<file path="config.mk">
export PLATFORM = sky130hd
export DESIGN_NAME = ship_placement_ctrl_flat
export DESIGN_NICKNAME = d
export VERILOG_FILES = /design/src/rtl/ship_placement_if.sv /design/src/rtl/ship_placement_ctrl.sv /design/src/flat_wrapper.sv
export SDC_FILE = /design/constraint.sdc
export NUM_CORES = 1
export LEC_CHECK = 0
export ABC_AREA = 1
export BUFFER_PORTS_ARGS = -buffer_cell sky130_fd_sc_hd__buf_2
export CAP_MARGIN = 20
export CORE_ASPECT_RATIO = 0.8
export CORE_MARGIN = 2
export CORE_UTILIZATION = 48
export DETAILED_ROUTE_END_ITERATION = 7
export PLACE_DENSITY_LB_ADDON = 0.08
export SLEW_MARGIN = 5
export SYNTH_ARGS = -nofsm -noshare
export SYNTH_HDL_FRONTEND = slang
export SYNTH_SLANG_ARGS = --single-unit
</file>
<file path="constraint.sdc">
create_clock -name clk -period 11.34 [get_ports clk]
set_input_delay 2.268 -clock clk [delete_from_list [all_inputs] [get_ports clk]]
set_output_delay 2.268 -clock clk [all_outputs]
set_load 0.01 [all_outputs]
</file>
<file path="src/rtl/ship_placement_if.sv">
// ship_placement_if: cursor/command inputs and board read/status outputs of the placement controller
interface ship_placement_if;
  logic [3:0] cursor_x;
  logic [3:0] cursor_y;
  logic       rotate;
  logic       place;
  logic       clear;
  logic [6:0] rd_addr;
  logic       rd_ship;
  logic       rd_preview;
  logic       busy;
  logic       place_ok;
  logic       place_err;
  logic [3:0] ship_idx;
  logic [2:0] ship_len;
  logic       orient;
  logic       all_placed;
  modport master (
    output cursor_x, cursor_y, rotate, place, clear, rd_addr,
    input  rd_ship, rd_preview, busy, place_ok, place_err, ship_idx, ship_len, orient, all_placed
  );
  modport slave (
    input  cursor_x, cursor_y, rotate, place, clear, rd_addr,
    output rd_ship, rd_preview, busy, place_ok, place_err, ship_idx, ship_len, orient, all_placed
  );
endinterface

</file>
<file path="src/rtl/ship_placement_ctrl.sv">
// ship_placement_ctrl: bounds/overlap-checked placement of a 10-ship fleet into a 10x10 occupancy store
module ship_placement_ctrl (
  input logic clk,
  input logic rst,
  ship_placement_if.slave sp
);
  typedef enum logic [1:0] {IDLE, CHECK, WRITE, DONE} state_t;
  state_t state, state_n;
  logic [99:0] store;
  logic [3:0] lx, ly, idx, cx, cy, px, py, a0, c0;
  logic lo, ori, po, in_bounds, last, occ, ok, err, hit;
  logic [1:0] k;
  logic [2:0] len;
  logic [4:0] x_end, y_end;
  logic [6:0] caddr, rrow, rcol, along, across;
  assign len = idx == 4'd0 ? 3'd4 : idx < 4'd3 ? 3'd3 : idx < 4'd6 ? 3'd2 : idx < 4'd10 ? 3'd1 : 3'd0;
  assign x_end = {1'b0, sp.cursor_x} + (ori ? 5'd0 : {2'b0, len} - 5'd1);
  assign y_end = {1'b0, sp.cursor_y} + (ori ? {2'b0, len} - 5'd1 : 5'd0);
  assign in_bounds = x_end <= 5'd9 && y_end <= 5'd9;
  assign last = {1'b0, k} == len - 3'd1;
  assign cx = lx + (lo ? 4'd0 : {2'b0, k});
  assign cy = ly + (lo ? {2'b0, k} : 4'd0);
  assign caddr = 7'd10 * {3'b0, cy} + {3'b0, cx};
  assign occ = store[caddr];
  // candidate footprint test for the draw path: cursor while idle, latched ship while busy
  assign px = state == IDLE ? sp.cursor_x : lx;
  assign py = state == IDLE ? sp.cursor_y : ly;
  assign po = state == IDLE ? ori : lo;
  assign rrow = sp.rd_addr / 7'd10;
  assign rcol = sp.rd_addr % 7'd10;
  assign along = po ? rrow : rcol;
  assign across = po ? rcol : rrow;
  assign a0 = po ? py : px;
  assign c0 = po ? px : py;
  assign hit = across == {3'b0, c0} && along >= {3'b0, a0} && along < {3'b0, a0} + {4'b0, len};
  assign sp.ship_idx = idx;
  assign sp.ship_len = len;
  assign sp.orient = ori;
  assign sp.place_ok = ok;
  assign sp.place_err = err;
  // state register
  always_ff @(posedge clk)
    state <= rst ? IDLE : state_n;
  // next state: clear wins everywhere; CHECK aborts early on the first occupied cell
  always_comb
    state_n = sp.clear ? IDLE :
              state == IDLE  ? (sp.place && in_bounds ? CHECK : IDLE) :
              state == CHECK ? (occ ? IDLE : last ? WRITE : CHECK) :
              state == WRITE ? (last ? (idx == 4'd9 ? DONE : IDLE) : WRITE) : DONE;
  // status outputs decoded from state
  always_comb begin
    sp.busy = state == CHECK || state == WRITE;
    sp.all_placed = state == DONE;
  end
  // store, fleet progress, candidate latch, cell counter and result pulses
  always_ff @(posedge clk)
    if (rst || sp.clear) begin
      store <= '0;
      idx <= '0;
      ori <= 1'b0;
      lo <= 1'b0;
      lx <= '0;
      ly <= '0;
      k <= '0;
      ok <= 1'b0;
      err <= 1'b0;
    end else begin
      ok <= state == WRITE && last;
      err <= (state == IDLE && sp.place && !in_bounds) || (state == CHECK && occ);
      if (state == IDLE && sp.rotate) ori <= ~ori;
      if (state == IDLE && sp.place && in_bounds) begin
        lx <= sp.cursor_x;
        ly <= sp.cursor_y;
        lo <= ori;
        k <= '0;
      end
      if (state == CHECK) k <= last || occ ? 2'd0 : k + 2'd1;
      if (state == WRITE) begin
        store[caddr] <= 1'b1;
        k <= last ? 2'd0 : k + 2'd1;
        if (last) idx <= idx + 4'd1;
      end
    end
  // registered read port, addresses past the grid read as empty
  always_ff @(posedge clk)
    if (rst) begin
      sp.rd_ship <= 1'b0;
      sp.rd_preview <= 1'b0;
    end else begin
      sp.rd_ship <= sp.rd_addr < 7'd100 && store[sp.rd_addr];
      sp.rd_preview <= sp.rd_addr < 7'd100 && state != DONE && hit;
    end
endmodule

</file>
<file path="src/flat_wrapper.sv">
// flat-port wrapper written by rule: the top's interface ports become plain ports
module ship_placement_ctrl_flat 
  (clk, rst, sp_cursor_x, sp_cursor_y, sp_rotate, sp_place, sp_clear, sp_rd_addr, sp_rd_ship, sp_rd_preview, sp_busy, sp_place_ok, sp_place_err, sp_ship_idx, sp_ship_len, sp_orient, sp_all_placed);
  ship_placement_if sp_i ();
  input logic clk;
  input logic rst;
  input wire logic [$bits(sp_i.cursor_x)-1:0] sp_cursor_x;
  input wire logic [$bits(sp_i.cursor_y)-1:0] sp_cursor_y;
  input wire logic [$bits(sp_i.rotate)-1:0] sp_rotate;
  input wire logic [$bits(sp_i.place)-1:0] sp_place;
  input wire logic [$bits(sp_i.clear)-1:0] sp_clear;
  input wire logic [$bits(sp_i.rd_addr)-1:0] sp_rd_addr;
  output wire logic [$bits(sp_i.rd_ship)-1:0] sp_rd_ship;
  output wire logic [$bits(sp_i.rd_preview)-1:0] sp_rd_preview;
  output wire logic [$bits(sp_i.busy)-1:0] sp_busy;
  output wire logic [$bits(sp_i.place_ok)-1:0] sp_place_ok;
  output wire logic [$bits(sp_i.place_err)-1:0] sp_place_err;
  output wire logic [$bits(sp_i.ship_idx)-1:0] sp_ship_idx;
  output wire logic [$bits(sp_i.ship_len)-1:0] sp_ship_len;
  output wire logic [$bits(sp_i.orient)-1:0] sp_orient;
  output wire logic [$bits(sp_i.all_placed)-1:0] sp_all_placed;
  assign sp_i.cursor_x = sp_cursor_x;
  assign sp_i.cursor_y = sp_cursor_y;
  assign sp_i.rotate = sp_rotate;
  assign sp_i.place = sp_place;
  assign sp_i.clear = sp_clear;
  assign sp_i.rd_addr = sp_rd_addr;
  assign sp_rd_ship = sp_i.rd_ship;
  assign sp_rd_preview = sp_i.rd_preview;
  assign sp_busy = sp_i.busy;
  assign sp_place_ok = sp_i.place_ok;
  assign sp_place_err = sp_i.place_err;
  assign sp_ship_idx = sp_i.ship_idx;
  assign sp_ship_len = sp_i.ship_len;
  assign sp_orient = sp_i.orient;
  assign sp_all_placed = sp_i.all_placed;
  ship_placement_ctrl u_core (.clk(clk), .rst(rst), .sp(sp_i));
endmodule
</file>
==> results of run 1 <==
[metal layers]
layer | vias up | track usage (%)
li1 | 4024 | -
met1 | 3657 | 43.41
met2 | 275 | 39.50
met3 | 33 | 5.096
met4 | 0 | 7.321
met5 | - | 0
[synth_stat cells (2+ instances only)]
cell type                  number  share of area [%]
sky130_fd_sc_hd__nand3_1       62                3.9
sky130_fd_sc_hd__buf_2          3               0.19
sky130_fd_sc_hd__fa_1           7                1.8
sky130_fd_sc_hd__nand2_1      210                9.9
sky130_fd_sc_hd__o21ai_0      142                8.9
sky130_fd_sc_hd__buf_4          2               0.19
sky130_fd_sc_hd__or2_2          5               0.39
sky130_fd_sc_hd__buf_1         10               0.47
sky130_fd_sc_hd__inv_2          4               0.19
sky130_fd_sc_hd__nor2_4         6               0.84
sky130_fd_sc_hd__dfxtp_1      122                 31
sky130_fd_sc_hd__xor2_1        13                1.4
sky130_fd_sc_hd__nand4_1       16                1.3
sky130_fd_sc_hd__xnor2_1        5               0.55
sky130_fd_sc_hd__o21a_1         2               0.19
sky130_fd_sc_hd__inv_1        173                8.1
sky130_fd_sc_hd__nand3b_1       4               0.38
sky130_fd_sc_hd__ha_1          39                6.1
sky130_fd_sc_hd__nor2_2         2               0.16
sky130_fd_sc_hd__nand2_2       13                1.0
sky130_fd_sc_hd__clkbuf_1      46                2.2
sky130_fd_sc_hd__a21oi_1      237                 15
sky130_fd_sc_hd__nand3_4        2               0.44
sky130_fd_sc_hd__o21ai_1        4               0.25
sky130_fd_sc_hd__a31oi_1        5               0.39
sky130_fd_sc_hd__nor3_1         4               0.25
sky130_fd_sc_hd__nand3_2        5               0.63
sky130_fd_sc_hd__a21boi_0       2               0.19
sky130_fd_sc_hd__nor2_1        55                2.6
sky130_fd_sc_hd__o21ai_2        2               0.22
sky130_fd_sc_hd__nand2_4        2               0.28
sky130_fd_sc_hd__a211oi_1       2               0.19
[power by group]
group          internal, W  total (W)  switching (W)  leakage (nW)
Sequential        0.000431   0.000433     0.00000196         0.983
Clock             0.000334   0.000545       0.000211         0.283
Combinational    0.0000690   0.000216       0.000147          2.19
Total             0.000834    0.00119       0.000361          3.46
[final timing paths]
kind         cells after the start              endpoint  slack [ns]        startpoint
min reg2reg                      2      u_core.store[23]        0.46  u_core.store[23]
min                              2      u_core.store[23]        0.46  u_core.store[23]
max                             23  u_core.sp.rd_preview        5.90     sp_rd_addr[2]
max reg2reg                     20           u_core.k[1]        7.00       u_core.k[0]
[kinds of logic (layout without fill, tap and decap cells)]
group,after synthesis,count (layout),synth area share (%)
AO/OA/AOI/OAI,402,402,25.79
adder cells (fa/ha/maj),46,46,7.851
buffers and inverters,240,258,11.43
multiplexers,1,1,0.1251
AND/OR/NAND/NOR,388,388,22.30
flip-flops,122,122,30.53
XOR/XNOR,18,18,1.971
[per-stage QoR]
| stage | total power, W | utilization, % | hold WS, ns | std cells | setup slack (ns) |
|---|---|---|---|---|---|
| 2_1_floorplan | 0.0006002 | - | 0.4368 | 1217 | 6.087 |
| 3_3_place_gp | 0.0006527 | 50.48 | 0.4482 | 1422 | 5.665 |
| 3_5_place_dp | 0.0006548 | 50.48 | 0.4522 | 1422 | 5.513 |
| 4_1_cts | 0.001196 | 54.02 | 0.4615 | 1454 | 5.924 |
| 5_1_grt | 0.001247 | 54.18 | 0.4786 | 1455 | 5.524 |
| 6_report | 0.001195 | 54.18 | 0.4616 | 1455 | 5.901 |
[flip-flops by register name, summed over array words and instances (netlist names)]
signal / flops
u_core.sp.place_ok: 1
u_core.sp.rd_preview: 1
u_core.lo: 1
u_core.sp.place_err: 1
u_core.state: 2
u_core.sp.orient: 1
u_core.store: 100
u_core.ly: 4
u_core.sp.ship_idx: 4
u_core.sp.rd_ship: 1
u_core.k: 2
u_core.lx: 4
[area by class of cell]
cell class,count,area share (%)
Sequential cell,122,27.40
Inverter,179,7.567
Clock inverter,11,1.362
Tap cell,220,3.089
Timing Repair Buffer,47,3.257
Multi-Input combinational cell,855,52.15
Clock buffer,21,5.166
[worst reg2reg max path, cell delays in order (launching register included)]
cell	delay, ns
sky130_fd_sc_hd__dfxtp_1	0.36
sky130_fd_sc_hd__inv_1	0.10
sky130_fd_sc_hd__nor2_1	0.21
sky130_fd_sc_hd__ha_1	0.23
sky130_fd_sc_hd__fa_1	0.42
sky130_fd_sc_hd__ha_1	0.24
sky130_fd_sc_hd__fa_1	0.55
sky130_fd_sc_hd__nor2_1	0.05
sky130_fd_sc_hd__inv_1	0.60
sky130_fd_sc_hd__a21oi_1	0.06
sky130_fd_sc_hd__o21ai_0	0.11
sky130_fd_sc_hd__nand4_1	0.24
sky130_fd_sc_hd__a22oi_1	0.26
sky130_fd_sc_hd__nand2_1	0.08
sky130_fd_sc_hd__nand2_1	0.06
sky130_fd_sc_hd__nand2_1	0.05
sky130_fd_sc_hd__nand2_1	0.14
sky130_fd_sc_hd__nand2_1	0.10
sky130_fd_sc_hd__o21ai_1	0.17
sky130_fd_sc_hd__nand3_1	0.09
sky130_fd_sc_hd__a21oi_1	0.12
==> impl_results.md, run 1 <==
- Clock root buffer: sky130_fd_sc_hd__clkbuf_16
- Finished Cell Area: ~9000 um^2
- DR top layer: met4
- Synthesized instance count: around 1,200
- H-tree Lvls: 4
- Aggregate routed wire length: ~24,000 um
- Standby leakage power: between 3 and 4 nW
- CTS Buffer Depth: 2
- Detailed-route via count: roughly 8,000
- Pin count of the biggest net entering global routing: roughly 110
- Drt pass-1 iters: 5
- Leftover overflow at the end of global routing: 0
- Flip-flop and latch area: approximately 2400 um^2
- Final Wtd Congestion: about 0.86
- Crit-path max cell delay: ~0.54 ns
- Crit share post-route: 47.96%
- Row count: 42
- Final setup violation count: 0
- Result of the run: finished clean
- Post-cts hold buffer count: 0
- Later-pin clock latency in the skew report: ~0.43 ns
- Post-DR wirelength/cell: around 17 um
- TritonCTS clock tree: built
- CP Class: in -> reg
- Post-DRT Antenna Nets: 0
- CTS clk-pin slew, worst paths: 0.06 ns
- Hold/Removal Path Class: reg -> reg
- Nets@finish: between 1,000 and 1,500
- Overall global routing resource usage: between 20% and 30%
- Total of warnings raised by yosys: 0
- Leading register cell type out of synthesis: sky130_fd_sc_hd__dfxtp_1
- Summed instance area of the synthesized netlist: about 8000 um^2
- Fillcell total: ~1,700
- Critical-path cell with the highest stage delay: sky130_fd_sc_hd__inv_1
- Wire length of the first global-routing pass: slightly below 40,000 um
- Critical path buffer and inverter count: 4
- Starting density of the core: between 40 and 50%
- Antenna violations before repair: 0
- Via count of the first global-routing pass: 7,274
- Height of the die: 119.5 um
- Data arrival at the endpoint of the critical path: approximately 5.8 ns
- Count of clock tree sinks: ~120
- Kind of launch point of the worst setup path: input pin
- Setup_tns: 0 ns
- Area of the die: 17,720 um^2
- Share of final-layout standard cells stronger than drive strength 1: between 10% and 20%
- Maximum clock frequency: about 0.18 GHz
- Final hold viol count: 0
- Slew at the pin with the worst max-slew slack: around 1.1 ns
- Commonest cells after routing, fill and taps aside: sky130_fd_sc_hd__a21oi_1 (237), sky130_fd_sc_hd__nand2_1 (210), sky130_fd_sc_hd__inv_1 (173)
- Residual DRC: 0
- Via density per instance: approximately 5.5
- Commonest non-fill, non-tap cell in the layout: sky130_fd_sc_hd__a21oi_1
- Relative slew margins: about 28%
- Post-synthesis to final-layout area growth: 11.40%
- Post-Place Cell Area: between 8000 and 9000 um^2
- Post-Route Skew: 0.01101 ns
- TritonCTS buffer count: 17
- Max Transition Viols Final: 0
- P per Cell Area: roughly 130 nW/um^2
- Detailed Route Iter0 Violations: about 780
- Final min period: approximately 5.4 ns
- Core area: roughly 16,000 um^2
- Worst vdd rail ir drop: 114.8 uV
- Cell class contributing the biggest share of worst-path delay: simple AND/OR/NAND/NOR gates
- Port buffer count: 33
- HPWL Detailed: roughly 17,000 um
- Post-Synthesis Net Count: 1,283
- # IOs: 34
- Total area of multi-input combinational cells: 4648 um^2
- Number of max-capacitance violations reported: 0
- Maximum fanout along the worst path: 17
- Portion of the post-synthesis area used by sequential elements: between 30% and 40%
- Count of flip-flops with a built-in enable after synthesis: 0
- Routed wire length on met3: 1983 um
- Number of resized instances in the post-cts repair step: 0
- Avg Cell Area, Syn: roughly 6.6 um^2
- Detailed route wirelength on metal2: between 9000 and 10,000 um
- Ant diodes: 0
- Count of state elements after synthesis: between 100 and 150
- Distinct cell type count after synthesis: between 40 and 50
- Die width: approximately 150 um
- Required time at the worst-slack endpoint: roughly 12 ns
- Detailed-route wire length on metal 1: 12,150 um
- Share of synthesized registers carrying an async set or reset: 0%
- Unrepaired setup endpoints after global routing: no
- CP cell instances: buf_2 -> inv_1 -> nand3_2 -> nand2_4 -> nand2_2 -> nand2_2 -> nand2_1 -> inv_1 -> ha_1 -> inv_1 -> nand3_4 -> nand3_4 -> nand2_2 -> a21oi_1 -> a31oi_1 -> ha_1 -> a21boi_0 -> o21a_1 -> o21a_1 -> nor3_1 -> nor2_1 -> nand2_1 -> nor2_2
- Post-CTS setup buffer count: 0
- Capturing element type of the critical path: register
No activity file was read; power rests on OpenSTA's default activity.
==> inputs of run 2 (changes only) <==
--- a/config.mk
+++ b/config.mk
@@ -5,7 +5,7 @@
 export SDC_FILE = /design/constraint.sdc
 export NUM_CORES = 1
 export LEC_CHECK = 0
-export ABC_AREA = 1
+export ABC_AREA = 0
 export BUFFER_PORTS_ARGS = -buffer_cell sky130_fd_sc_hd__buf_2
 export CAP_MARGIN = 20
 export CORE_ASPECT_RATIO = 0.8
==> constraint.sdc (replaced) <==
create_clock -name clk -period 5 [get_ports clk]
set_input_delay 1 -clock clk [delete_from_list [all_inputs] [get_ports clk]]
set_output_delay 1 -clock clk [all_outputs]
set_load 0.01 [all_outputs]
==> run 2 against run 1 <==
Net effect:
- final area up 2.1%
- non-clock buffer count up 14
- clock skew down 0.0034 ns
- register-to-register slack worse by 6.7 ns
- critical path depth down 8
- hold slack better by 0.026 ns
- sequential share of layout area down 0.57 points
- synthesized cell count down 27%
- flip-flop and latch count unchanged
- synthesized area up 0.70%
==> impl_results.md, run 2 <==
- Result of the run: finished clean
- Post-Synthesis Net Count: 954 (-26%)
- Core area: 16,500 um^2 (+0.32%)
- Crit-path max cell delay: 0.55 ns (about the same)
- Capture instance of the worst register-to-register path: u_core.k[1]
- Setup Slack @ Placement: 0.1148 ns (-5.398 ns)
- Setup slack, reg-to-reg: 0.27 ns (-6.73 ns)
- Maximum clock frequency: 0.2115 GHz
- Row count: 42 (unchanged)
- Required time at the worst-slack endpoint: 5.32 ns (-6.34 ns)
- Hold/Removal Path Class: reg -> reg
- CTS clk-pin slew, worst paths: 0.06 ns (about the same)
- Overall power: 0.002716 W (+130%)
- Capturing element type of the critical path: register
- H-tree Lvls: 4 (unchanged)
- Slew at the pin with the worst max-slew slack: 0.9843 ns (-0.09266 ns)
- Clock root buffer: sky130_fd_sc_hd__clkbuf_16
- Post-Route Skew: 0.007566 ns (-0.003446 ns)
- Standby leakage power: 3.562 nW (+3.0%)
- Setup_tns: 0 ns (unchanged)
- TritonCTS buffer count: 17 (unchanged)
- Ant diodes: 0 (unchanged)
- Final Wtd Congestion: 0.9227 (+7.8%)
- CP Class: reg -> reg
- Total of warnings raised by yosys: 0 (unchanged)
- WHS Endpoint: u_core.store[71]
- Flip-flop and latch area: 2442 um^2 (unchanged)
- Synth top cells by count: sky130_fd_sc_hd__nor2_1 (184), sky130_fd_sc_hd__dfxtp_1 (122), sky130_fd_sc_hd__a21oi_1 (99)
- Detailed Route Iter0 Violations: 580 (-26%)
- Data arrival at the endpoint of the critical path: 5.05 ns (-0.71 ns)
- Avg Cell Area, Syn: 9.073 um^2 (+38%)
- Fillcell total: 1,479 (-13%)
- # IOs: 34 (unchanged)
- Most common cell in the netlist: sky130_fd_sc_hd__nor2_1
- Worst vdd rail ir drop: 204.7 uV (+78%)
- Post-cts hold buffer count: 0 (unchanged)
- Share of synthesized registers carrying an async set or reset: 0% (unchanged)
- Share of final-layout standard cells stronger than drive strength 1: 17.07% (+7.0 points)
- Later-pin clock latency in the skew report: 0.42 ns (about the same)
- Leading register cell type out of synthesis: sky130_fd_sc_hd__dfxtp_1
- Leftover overflow at the end of global routing: 0 (unchanged)
- Distinct cell type count after synthesis: 75 (+74%)
- Maximum fanout along the worst path: 10 (-7)
- Final instance count without filler cells: 1,140 (-22%)
- Portion of the post-synthesis area used by sequential elements: 30.32% (-0.21 points)
- Residual DRC: 0 (unchanged)
- Final min period: 4.728 ns
- Area of the die: 17,840 um^2 (+0.68%)
- Post-DRT Antenna Nets: 0 (unchanged)
- Commonest non-fill, non-tap cell in the layout: sky130_fd_sc_hd__nor2_1
- Count of state elements after synthesis: 122 (unchanged)
- Via density per instance: 6.083 (+11%)
- Startpoint of the worst hold path: u_core.store[71]
- Drt pass-1 iters: 5 (unchanged)
- Die width: 148.8 um (+0.34%)
- HPWL Detailed: 16,090 um (-2.6%)
- Antenna violations before repair: 0 (unchanged)
- Final hold viol count: 0 (unchanged)
- Nets@finish: 973 (-24%)
- Setup ws final: 0.2719 ns (-5.629 ns)
- Portion of synthesized cell area occupied by the leading cell type: 30.32% (-0.21 points)
- Pin count of the biggest net entering global routing: 75 (-29%)
- Final setup violation count: 0 (unchanged)
- Via count of the first global-routing pass: 6,712 (-7.7%)
- Starting density of the core: 48.82% (+0.19 points)
- Startpoint of the worst register-to-register path: u_core.k[0]
- Post-synthesis to final-layout area growth: 12.98%
- Cell depth of the worst hold path: 2 (unchanged)
- Wire length of the first global-routing pass: 36,560 um (-5.7%)
- Relative slew margins: 34.38% (+6.4 points)
- Number of cells after detailed placement: 1,108 (-22%)
- Final cell utilization of the core: 55.16% (+0.98 points)
- Synthesized instance count: 888 (-27%)
- Max FFs per register: 100 (unchanged)
- Detailed-route via count: 6,935 (-13%)
- Post-DR wirelength/cell: 19.80 um (+18%)
- Count of flip-flops with a built-in enable after synthesis: 0 (unchanged)
- Critical-path cell with the highest stage delay: sky130_fd_sc_hd__or4_4
- Biggest register: u_core.store
- Commonest cells after routing, fill and taps aside: sky130_fd_sc_hd__nor2_1 (182), sky130_fd_sc_hd__dfxtp_1 (122), sky130_fd_sc_hd__a21oi_1 (99)
- CTS Buffer Depth: 2 (unchanged)
- TritonCTS clock tree: built
- P per Cell Area: 298.3 nW/um^2 (+120%)
- Max Transition Viols Final: 0 (unchanged)
- Worst reg-to-reg path cell count: 15 (-25%)
- Most repeated library cell on the critical path: sky130_fd_sc_hd__ha_1
- Crit share post-route: ~95%
- Cell class contributing the biggest share of worst-path delay: simple AND/OR/NAND/NOR gates
- Summed instance area of the synthesized netlist: 8056 um^2 (+0.70%)
- Synth area leader: sky130_fd_sc_hd__dfxtp_1
- Largest cells by area after synthesis: sky130_fd_sc_hd__dfxtp_1 (30%), sky130_fd_sc_hd__mux4_2 (13%), sky130_fd_sc_hd__nor2_1 (8.6%), sky130_fd_sc_hd__a21oi_1 (6.2%), sky130_fd_sc_hd__ha_1 (6.1%)
- Count of clock tree sinks: 122 (unchanged)
- Kind of launch point of the worst setup path: register
- Unrepaired setup endpoints after global routing: no
- Total area of multi-input combinational cells: 5229 um^2 (+12%)
- Overall global routing resource usage: 26.63% (-1.4 points)
- Critical path buffer and inverter count: 1 (-3)
- CP cell instances: and2_1 -> ha_1 -> fa_1 -> ha_1 -> ha_1 -> inv_1 -> fa_1 -> nand2b_1 -> or4_4 -> a211o_1 -> and2_1 -> or4_4 -> nand3_2 -> o21bai_1 -> a32o_1
- Port buffer count: 33 (unchanged)
- Number of max-capacitance violations reported: 0 (unchanged)
- Aggregate routed wire length: 22,580 um (-7.2%)
- Height of the die: 119.9 um (+0.34%)
==> run 2: changes by cell type after synthesis, sizes merged, moves of 14 or more <==
| cell | previous run | this run |
|---|---|---|
| nand3 | 69 | 12 |
| inv | 178 | 30 |
| nor2b | 0 | 14 |
| nor2 | 63 | 184 |
| a21oi | 237 | 99 |
| nand2 | 225 | 37 |
| mux4 | 0 | 57 |
| mux2i | 1 | 31 |
| o21ai | 148 | 24 |
==> run 2: how the worst max path moves through the flow <==
stage | start | endpoint | slack [ns] | cells after the start
final | u_core.k[0] | u_core.k[1] | 0.27 | 15
after global routing | u_core.k[0] | u_core.k[1] | 0.03 | 18
after CTS | u_core.k[1] | u_core.k[1] | 0.24 | 18
after detailed placement | sp_rd_addr[5] | u_core.sp.rd_preview | 0.11 | 18
after global placement | sp_rd_addr[5] | u_core.sp.rd_preview | 0.32 | 18
after floorplan | u_core.lo | u_core.k[1] | 0.008 | 21
==> run 2: area by class of cell <==
| cell class | instances | share of cell area (%) |
|---|---|---|
| Timing Repair Buffer | 61 | 4.399 |
| Tap cell | 220 | 3.024 |
| Inverter | 30 | 1.237 |
| Clock inverter | 11 | 2.117 |
| Sequential cell | 122 | 26.83 |
| Clock buffer | 21 | 4.948 |
| Multi-Input combinational cell | 675 | 57.44 |
==> run 2: power breakdown <==
group | internal, W | switching, W
Clock | 0.000898 | 0.000468
Combinational | 0.000144 | 0.000221
Sequential | 0.000977 | 0.00000699
Total | 0.00202 | 0.000697
==> run 2: per-layer routing <==
layer	GRT usage (%)	vias to the layer above	part of all wire (%)
met5	0	-	0
met4	7.738	0	1.4
met3	4.144	29	5.8
met2	40.05	213	45
met1	39.76	3435	48
li1	-	3258	-
==> run 2: cells by family (layout without fill, tap and decap cells) <==
kind of cell | count (synthesis) | count (layout) | synth area share (%)
AND/OR/NAND/NOR | 308 | 308 | 17.35
AO/OA/AOI/OAI | 201 | 201 | 15.73
flip-flops | 122 | 122 | 30.32
multiplexers | 93 | 93 | 21.00
buffers and inverters | 91 | 123 | 4.876
adder cells (fa/ha/maj) | 46 | 46 | 7.796
XOR/XNOR | 27 | 27 | 2.935
==> run 2: timing repair <==
item                       in CTS  in global routing
resized for setup               0                  3
setup endpoints to repair       0                 30
buffers inserted                0                  0
==> run 2: tightest hold or removal path: stages (launching register included) <==
cell and delay, ns:
sky130_fd_sc_hd__dfxtp_1 0.34, sky130_fd_sc_hd__a21oi_1 0.05, sky130_fd_sc_hd__nor2_1 0.07
==> run 2: per-stage QoR <==
step                hold slack, ns  instance area (um^2)
floorplan                   0.4451                  8056
global route                0.5222                  9102
CTS                         0.4896                  9097
global placement            0.4626                  8454
detailed placement          0.4746                  8454
finish                      0.4872                  9102
